==> src/rtl/i2c_seq_pkg.sv <==
// Shared state encodings and timeout-select codes for the I2C register sequencers.
package i2c_seq_pkg;

    typedef enum logic [3:0] {
        S_IDLE      = 4'd0,
        S_WAIT_BUS  = 4'd1,
        S_CMD_WR    = 4'd2,
        S_ADDR      = 4'd3,
        S_CMD_RD    = 4'd4,
        S_RECV      = 4'd5,
        S_WAIT_FREE = 4'd6
    } seq_state_t;

    localparam logic [3:0] TSEL_OFF     = 4'd0;
    localparam logic [3:0] TSEL_DEFAULT = 4'd1;

    function automatic logic is_wait_state(input seq_state_t s);
        return (s == S_WAIT_BUS) || (s == S_WAIT_FREE);
    endfunction

endpackage

==> src/rtl/i2c_seq_timer_ctl.sv <==
// Timeout timer run/restart control shared by the I2C sequencers.
// Latency: registered, one cycle; timer_start drops for a cycle on every state change.
module i2c_seq_timer_ctl
    import i2c_seq_pkg::*;
(
    input  logic       clk,
    input  logic       reset,
    input  seq_state_t state_cur,
    input  seq_state_t state_nxt,
    output logic       timer_start
);

    always_ff @(posedge clk) begin
        if (reset) begin
            timer_start <= 1'b0;
        end else begin
            timer_start <= is_wait_state(state_nxt) && (state_nxt == state_cur);
        end
    end

endmodule

==> src/rtl/i2c_read_reg.sv <==
// Reads READ_BYTES bytes from a device register: address write, repeated-start read(s).
// Latency: >= 6 cycles start-to-done; every master handshake holds valid until ready.
module i2c_read_reg
    import i2c_seq_pkg::*;
#(
    parameter int         READ_BYTES  = 1,
    parameter logic [3:0] TIMEOUT_SEL = TSEL_DEFAULT
) (
    input  logic                    clk,
    input  logic                    reset,
    input  logic [6:0]              dev_address,
    input  logic [7:0]              reg_address,
    input  logic                    start,
    output logic                    done,
    output logic [8*READ_BYTES-1:0] read_data,
    output logic                    message_failure,
    input  logic                    timer_exp,
    output logic                    timer_start,
    output logic [3:0]              timer_param,
    input  logic                    i2c_bus_busy,
    input  logic                    i2c_bus_active,
    input  logic                    i2c_bus_control,
    input  logic                    i2c_missed_ack,
    input  logic                    i2c_cmd_ready,
    output logic                    i2c_cmd_valid,
    output logic                    i2c_cmd_start,
    output logic                    i2c_cmd_read,
    output logic                    i2c_cmd_write_multiple,
    output logic                    i2c_cmd_stop,
    output logic [6:0]              i2c_dev_address,
    output logic [7:0]              i2c_data_in,
    output logic                    i2c_data_in_valid,
    output logic                    i2c_data_in_last,
    input  logic                    i2c_data_in_ready,
    input  logic [7:0]              i2c_data_out,
    input  logic                    i2c_data_out_valid,
    input  logic                    i2c_data_out_last,
    output logic                    i2c_data_out_ready,
    output logic                    i2c_control,
    input  logic                    i2c_relinquish,
    output logic [3:0]              state_out
);

    localparam int         DW       = 8 * READ_BYTES;
    localparam logic [1:0] LAST_IDX = 2'(READ_BYTES - 1);

    seq_state_t    state_q, state_d;
    logic [6:0]    dev_q, dev_d;
    logic [7:0]    reg_q, reg_d;
    logic [1:0]    cnt_q, cnt_d;
    logic [DW-1:0] read_data_d;
    logic          finish_ok, finish_fail;

    logic          done_d, fail_d, control_d;
    logic          cmd_valid_d, cmd_start_d, cmd_read_d, cmd_wm_d, cmd_stop_d;
    logic [6:0]    dev_addr_d;
    logic [7:0]    data_in_d;
    logic          data_in_valid_d, data_in_last_d, data_out_ready_d;
    logic [3:0]    timer_param_d;

    // Byte count already bounds the read; the master's last flag is redundant here.
    logic unused_data_out_last;
    assign unused_data_out_last = i2c_data_out_last;

    assign state_out = state_q;

    always_ff @(posedge clk) begin
        if (reset) begin
            state_q <= S_IDLE;
            dev_q   <= '0;
            reg_q   <= '0;
            cnt_q   <= '0;
        end else begin
            state_q <= state_d;
            dev_q   <= dev_d;
            reg_q   <= reg_d;
            cnt_q   <= cnt_d;
        end
    end

    always_comb begin
        state_d     = state_q;
        dev_d       = dev_q;
        reg_d       = reg_q;
        cnt_d       = cnt_q;
        read_data_d = read_data;
        finish_ok   = 1'b0;
        finish_fail = 1'b0;
        if (i2c_relinquish) begin
            state_d = S_IDLE;
        end else if (i2c_missed_ack && i2c_control) begin
            state_d     = S_IDLE;
            finish_fail = 1'b1;
        end else if (is_wait_state(state_q) && timer_exp) begin
            state_d     = S_IDLE;
            finish_fail = 1'b1;
        end else begin
            case (state_q)
                S_IDLE: if (start) begin
                    dev_d       = dev_address;
                    reg_d       = reg_address;
                    cnt_d       = '0;
                    read_data_d = '0;
                    state_d     = S_WAIT_BUS;
                end
                S_WAIT_BUS: if (!i2c_bus_busy && !i2c_bus_active) state_d = S_CMD_WR;
                S_CMD_WR:   if (i2c_cmd_valid && i2c_cmd_ready) state_d = S_ADDR;
                S_ADDR:     if (i2c_data_in_valid && i2c_data_in_ready) state_d = S_CMD_RD;
                S_CMD_RD:   if (i2c_cmd_valid && i2c_cmd_ready) state_d = S_RECV;
                S_RECV: if (i2c_data_out_valid && i2c_data_out_ready) begin
                    // First byte received ends up most significant.
                    read_data_d = DW'({read_data, i2c_data_out});
                    cnt_d       = cnt_q + 2'd1;
                    state_d     = (cnt_q == LAST_IDX) ? S_WAIT_FREE : S_CMD_RD;
                end
                S_WAIT_FREE: if (!i2c_bus_busy && !i2c_bus_control) begin
                    finish_ok = 1'b1;
                    state_d   = S_IDLE;
                end
                default: state_d = S_IDLE;
            endcase
        end
    end

    // Outputs are decoded from the next state and registered, so they track state_q exactly.
    always_comb begin
        control_d        = (state_d != S_IDLE);
        done_d           = finish_ok | finish_fail;
        fail_d           = finish_fail;
        cmd_valid_d      = 1'b0;
        cmd_start_d      = 1'b0;
        cmd_read_d       = 1'b0;
        cmd_wm_d         = 1'b0;
        cmd_stop_d       = 1'b0;
        dev_addr_d       = control_d ? dev_d : 7'd0;
        data_in_d        = '0;
        data_in_valid_d  = 1'b0;
        data_in_last_d   = 1'b0;
        data_out_ready_d = 1'b0;
        timer_param_d    = TSEL_OFF;
        case (state_d)
            S_WAIT_BUS, S_WAIT_FREE: timer_param_d = TIMEOUT_SEL;
            S_CMD_WR: begin
                cmd_valid_d = 1'b1;
                cmd_start_d = 1'b1;
                cmd_wm_d    = 1'b1;
            end
            S_ADDR: begin
                data_in_d       = reg_d;
                data_in_valid_d = 1'b1;
                data_in_last_d  = 1'b1;
            end
            S_CMD_RD: begin
                cmd_valid_d = 1'b1;
                cmd_start_d = 1'b1;
                cmd_read_d  = 1'b1;
                cmd_stop_d  = (cnt_d == LAST_IDX);
            end
            S_RECV:  data_out_ready_d = 1'b1;
            default: ;
        endcase
    end

    always_ff @(posedge clk) begin
        if (reset) begin
            done                   <= 1'b0;
            message_failure        <= 1'b0;
            read_data              <= '0;
            timer_param            <= '0;
            i2c_control            <= 1'b0;
            i2c_cmd_valid          <= 1'b0;
            i2c_cmd_start          <= 1'b0;
            i2c_cmd_read           <= 1'b0;
            i2c_cmd_write_multiple <= 1'b0;
            i2c_cmd_stop           <= 1'b0;
            i2c_dev_address        <= '0;
            i2c_data_in            <= '0;
            i2c_data_in_valid      <= 1'b0;
            i2c_data_in_last       <= 1'b0;
            i2c_data_out_ready     <= 1'b0;
        end else begin
            done                   <= done_d;
            message_failure        <= fail_d;
            read_data              <= read_data_d;
            timer_param            <= timer_param_d;
            i2c_control            <= control_d;
            i2c_cmd_valid          <= cmd_valid_d;
            i2c_cmd_start          <= cmd_start_d;
            i2c_cmd_read           <= cmd_read_d;
            i2c_cmd_write_multiple <= cmd_wm_d;
            i2c_cmd_stop           <= cmd_stop_d;
            i2c_dev_address        <= dev_addr_d;
            i2c_data_in            <= data_in_d;
            i2c_data_in_valid      <= data_in_valid_d;
            i2c_data_in_last       <= data_in_last_d;
            i2c_data_out_ready     <= data_out_ready_d;
        end
    end

    i2c_seq_timer_ctl u_timer_ctl (
        .clk         (clk),
        .reset       (reset),
        .state_cur   (state_q),
        .state_nxt   (state_d),
        .timer_start (timer_start)
    );

endmodule

==> config.mk <==
export PLATFORM = sky130hd
export DESIGN_NAME = i2c_read_reg
export DESIGN_NICKNAME = d
export VERILOG_FILES = /design/src/rtl/i2c_seq_pkg.sv /design/src/rtl/i2c_seq_timer_ctl.sv /design/src/rtl/i2c_read_reg.sv
export SDC_FILE = /design/constraint.sdc
export NUM_CORES = 1
export LEC_CHECK = 0
export CORE_MARGIN = 2
export CORE_UTILIZATION = 47
export DETAILED_ROUTE_END_ITERATION = 7
export PLACE_DENSITY = 0.84
export SKIP_CTS_REPAIR_TIMING = 1
export SLEW_MARGIN = 0
export SYNTH_ARGS = -nofsm -noshare
export SYNTH_HDL_FRONTEND = slang
export SYNTH_SLANG_ARGS = --single-unit
==> constraint.sdc <==
create_clock -name clk -period 3.8 [get_ports clk]
set_input_delay 0.76 -clock clk [delete_from_list [all_inputs] [get_ports clk]]
set_output_delay 0.76 -clock clk [all_outputs]
set_load 0.005 [all_outputs]
==> flow_summary.json <==
{
  "cts_buffer_depth": 2,
  "path_clk_slew_ns": 0.10,
  "power.total_w": 0.00106,
  "area_growth_pct": 38.2,
  "fillers": 375,
  "coreArea_um2": 4350,
  "die_h_um": 71.4,
  "hpwl_mm": 3.25,
  "layout-drive-gt1-share_pct": 6.94,
  "synth_seq_cells": 55,
  "grt_max_degree": 28,
  "die_area_um2": 5100,
  "ys_warn_count": 0,
  "ir_drop_mv": 0.296,
  "fin_crit_ns": 2.60,
  "cts-htree-levels": 2,
  "worst-setup-path-type": "in2reg",
  "worstHoldPathType": "reg2reg",
  "setup_tns_ns": 0,
  "power_density_nw_per_um2": 358,
  "finalMaxSlewViolations": 0,
  "synth_edf_count": 0,
  "drc_errors": 0,
  "layout.nets": 324,
  "critPathLaunchType": "input port",
  "p_leak_nw": 1.13,
  "antenna_found_initial": 0,
  "port_buffers": 74,
  "place_congestion": 0.937,
  "num_vias": 1760,
  "setup_viol": 0,
  "finalHoldViolations": 0,
  "io_pins": 79,
  "synth_cell_types": 49,
  "overflow": 0,
  "multi_input_area_um2": 910,
  "pre_cts_slack_ns": 0.873,
  "arrival_ns": 2.85,
  "synth_area_um2": 2140,
  "cts_tree": "built",
  "crit_required_ns": 4.05,
  "grt_pass1_wl_mm": 7.36,
  "cap_violations": 0,
  "rsz0062_at_grt": "false",
  "drtIter0Drc": 105,
  "die_w_um": 71.4,
  "wl_per_cell_um": 13.3,
  "std_cell_rows": 24,
  "outcome": "finished clean",
  "grt_pass1_vias": 1707,
  "fin_skew_ns": 0.00809,
  "async_flop_share_pct": 0,
  "max_freq_mhz": 385,
  "syn_inst": 218,
  "diodes": 0,
  "clock_latency_ns": 0.31,
  "final_common_cell": "clkdlybuf4s50_1",
  "numCtsBuffers": 5,
  "crit_fanout": 9,
  "clkSinkCount": 55,
  "cts_root_buffer": "clkbuf_8",
  "avgViaCountPerCell": 5.18,
  "hold_ws_ns": 0.477,
  "slew_headroom_pct": 50.3,
  "wl_mm": 4.51,
  "register_area_um2": 1100,
  "fin_ws_ns": 1.20,
  "synth-seq-area-share_pct": 51.5,
  "track_usage_pct": 18.3,
  "finalCritPeriodShare_pct": 68.3,
  "drt_first_pass_iters": 4,
  "antenna_left": 0,
  "worst_pin_slew_ns": 0.740,
  "final_cell_mix": "74 x clkdlybuf4s50_1, 55 x dfxtp_1, 41 x nor2_1",
  "syn_avg_cell_area_um2": 9.80,
  "ys.flop_type": "dfxtp_1",
  "start_util_pct": 49.1,
  "endpoint_kind": "flip-flop"
}
layer usage:
layer | wire length (µm) | track usage [%] | vias to the layer above
met5 | 0 | 0 | -
met1 | 1900 | 21.4 | 811
met4 | 41 | 6.08 | 0
met3 | 407 | 6.89 | 4
li1 | - | - | 876
met2 | 2160 | 30.8 | 69
worst max-delay path, cell delays in order:
cell and delay [ns]:
clkdlybuf4s50_1 0.54, or3_1 0.41, a211oi_2 0.27, nand2_2 0.17, or3_1 0.55, nor2_1 0.15
final timing paths:
path / from / endpoint / slack [ns] / cells past startpoint
setup / recovery: i2c_relinquish / i2c_data_in[6]$_SDFF_PP0_ / 1.20 / 6
hold / removal: read_data[6]$_SDFFE_PP0P_ / read_data[6]$_SDFFE_PP0P_ / 0.48 / 2
setup reg to reg: state_out[0]$_SDFF_PP0_ / i2c_cmd_stop$_SDFF_PP0_ / 1.55 / 5
hold reg to reg: read_data[6]$_SDFFE_PP0P_ / read_data[6]$_SDFFE_PP0P_ / 0.48 / 2
logic make-up (layout without fill, tap and decap cells):
group | count (synthesis) | after routing | synth area share (%)
AND/OR/NAND/NOR | 97 | 97 | 25.1
flip-flops | 55 | 55 | 51.5
AO/OA/AOI/OAI | 27 | 27 | 8.37
buffers and inverters | 20 | 87 | 6.44
multiplexers | 15 | 15 | 7.03
XOR/XNOR | 2 | 2 | 0.820
adder cells (fa/ha/maj) | 1 | 1 | 0.585
other | 1 | 4 | 0.175
stage by stage:
stage                     cells  instance area, µm²  util [%]
after global routing        340                2950      67.8
after CTS                   340                2950      67.8
final                       340                2950      67.8
after floorplan             221                2150         -
after global placement      332                2840      65.2
after detailed placement    332                2840      65.2
final cells by class:
type,instances,share of cell area (%)
Sequential cell,55,37.3
Multi-Input combinational cell,146,30.8
Timing Repair Buffer,75,25.3
Clock buffer,5,2.33
Tap cell,52,2.20
Clock inverter,3,1.57
Inverter,4,0.508
synth_stat cells (all sizes together) (2+ instances only):
library cell	instances	area, µm²
dfxtp	55	1100
inv	4	15.0
a21oi	10	50.1
nand3	11	55.1
a32oi	3	26.3
a211oi	3	27.5
mux2i	15	150
nor3	2	10.0
clkbuf	2	7.51
buf	14	115
or3	3	18.8
nor4b	2	23.8
and4	2	18.8
nand4	4	25.0
and2	3	18.8
o21ai	5	25.0
nand2b	8	50.1
nor3b	3	27.5
nor2b	2	12.5
nand2	7	28.8
nor2	41	154
and2b	2	16.3
sequential cells by signal (all words and copies together), names as in the netlist:
| signal | count |
|---|---|
| i2c_cmd_read | 1 |
| i2c_control | 1 |
| i2c_cmd_start | 1 |
| u_timer_ctl.timer_start | 1 |
| i2c_data_out_ready | 1 |
| cnt_q | 2 |
| done | 1 |
| i2c_cmd_stop | 1 |
| message_failure | 1 |
| reg_q | 8 |
| timer_param | 1 |
| i2c_data_in | 8 |
| state_out | 4 |
| i2c_data_in_last | 1 |
| read_data | 8 |
| i2c_dev_address | 7 |
| i2c_cmd_write_multiple | 1 |
| dev_q | 7 |
report_power, final:
part	switching (W)	internal, W	total, W
sequential	0.00000372	0.000583	0.000587
combinational	0.0000317	0.0000482	0.0000799
clock	0.000193	0.000199	0.000392
(Power assumes the default switching activity.)
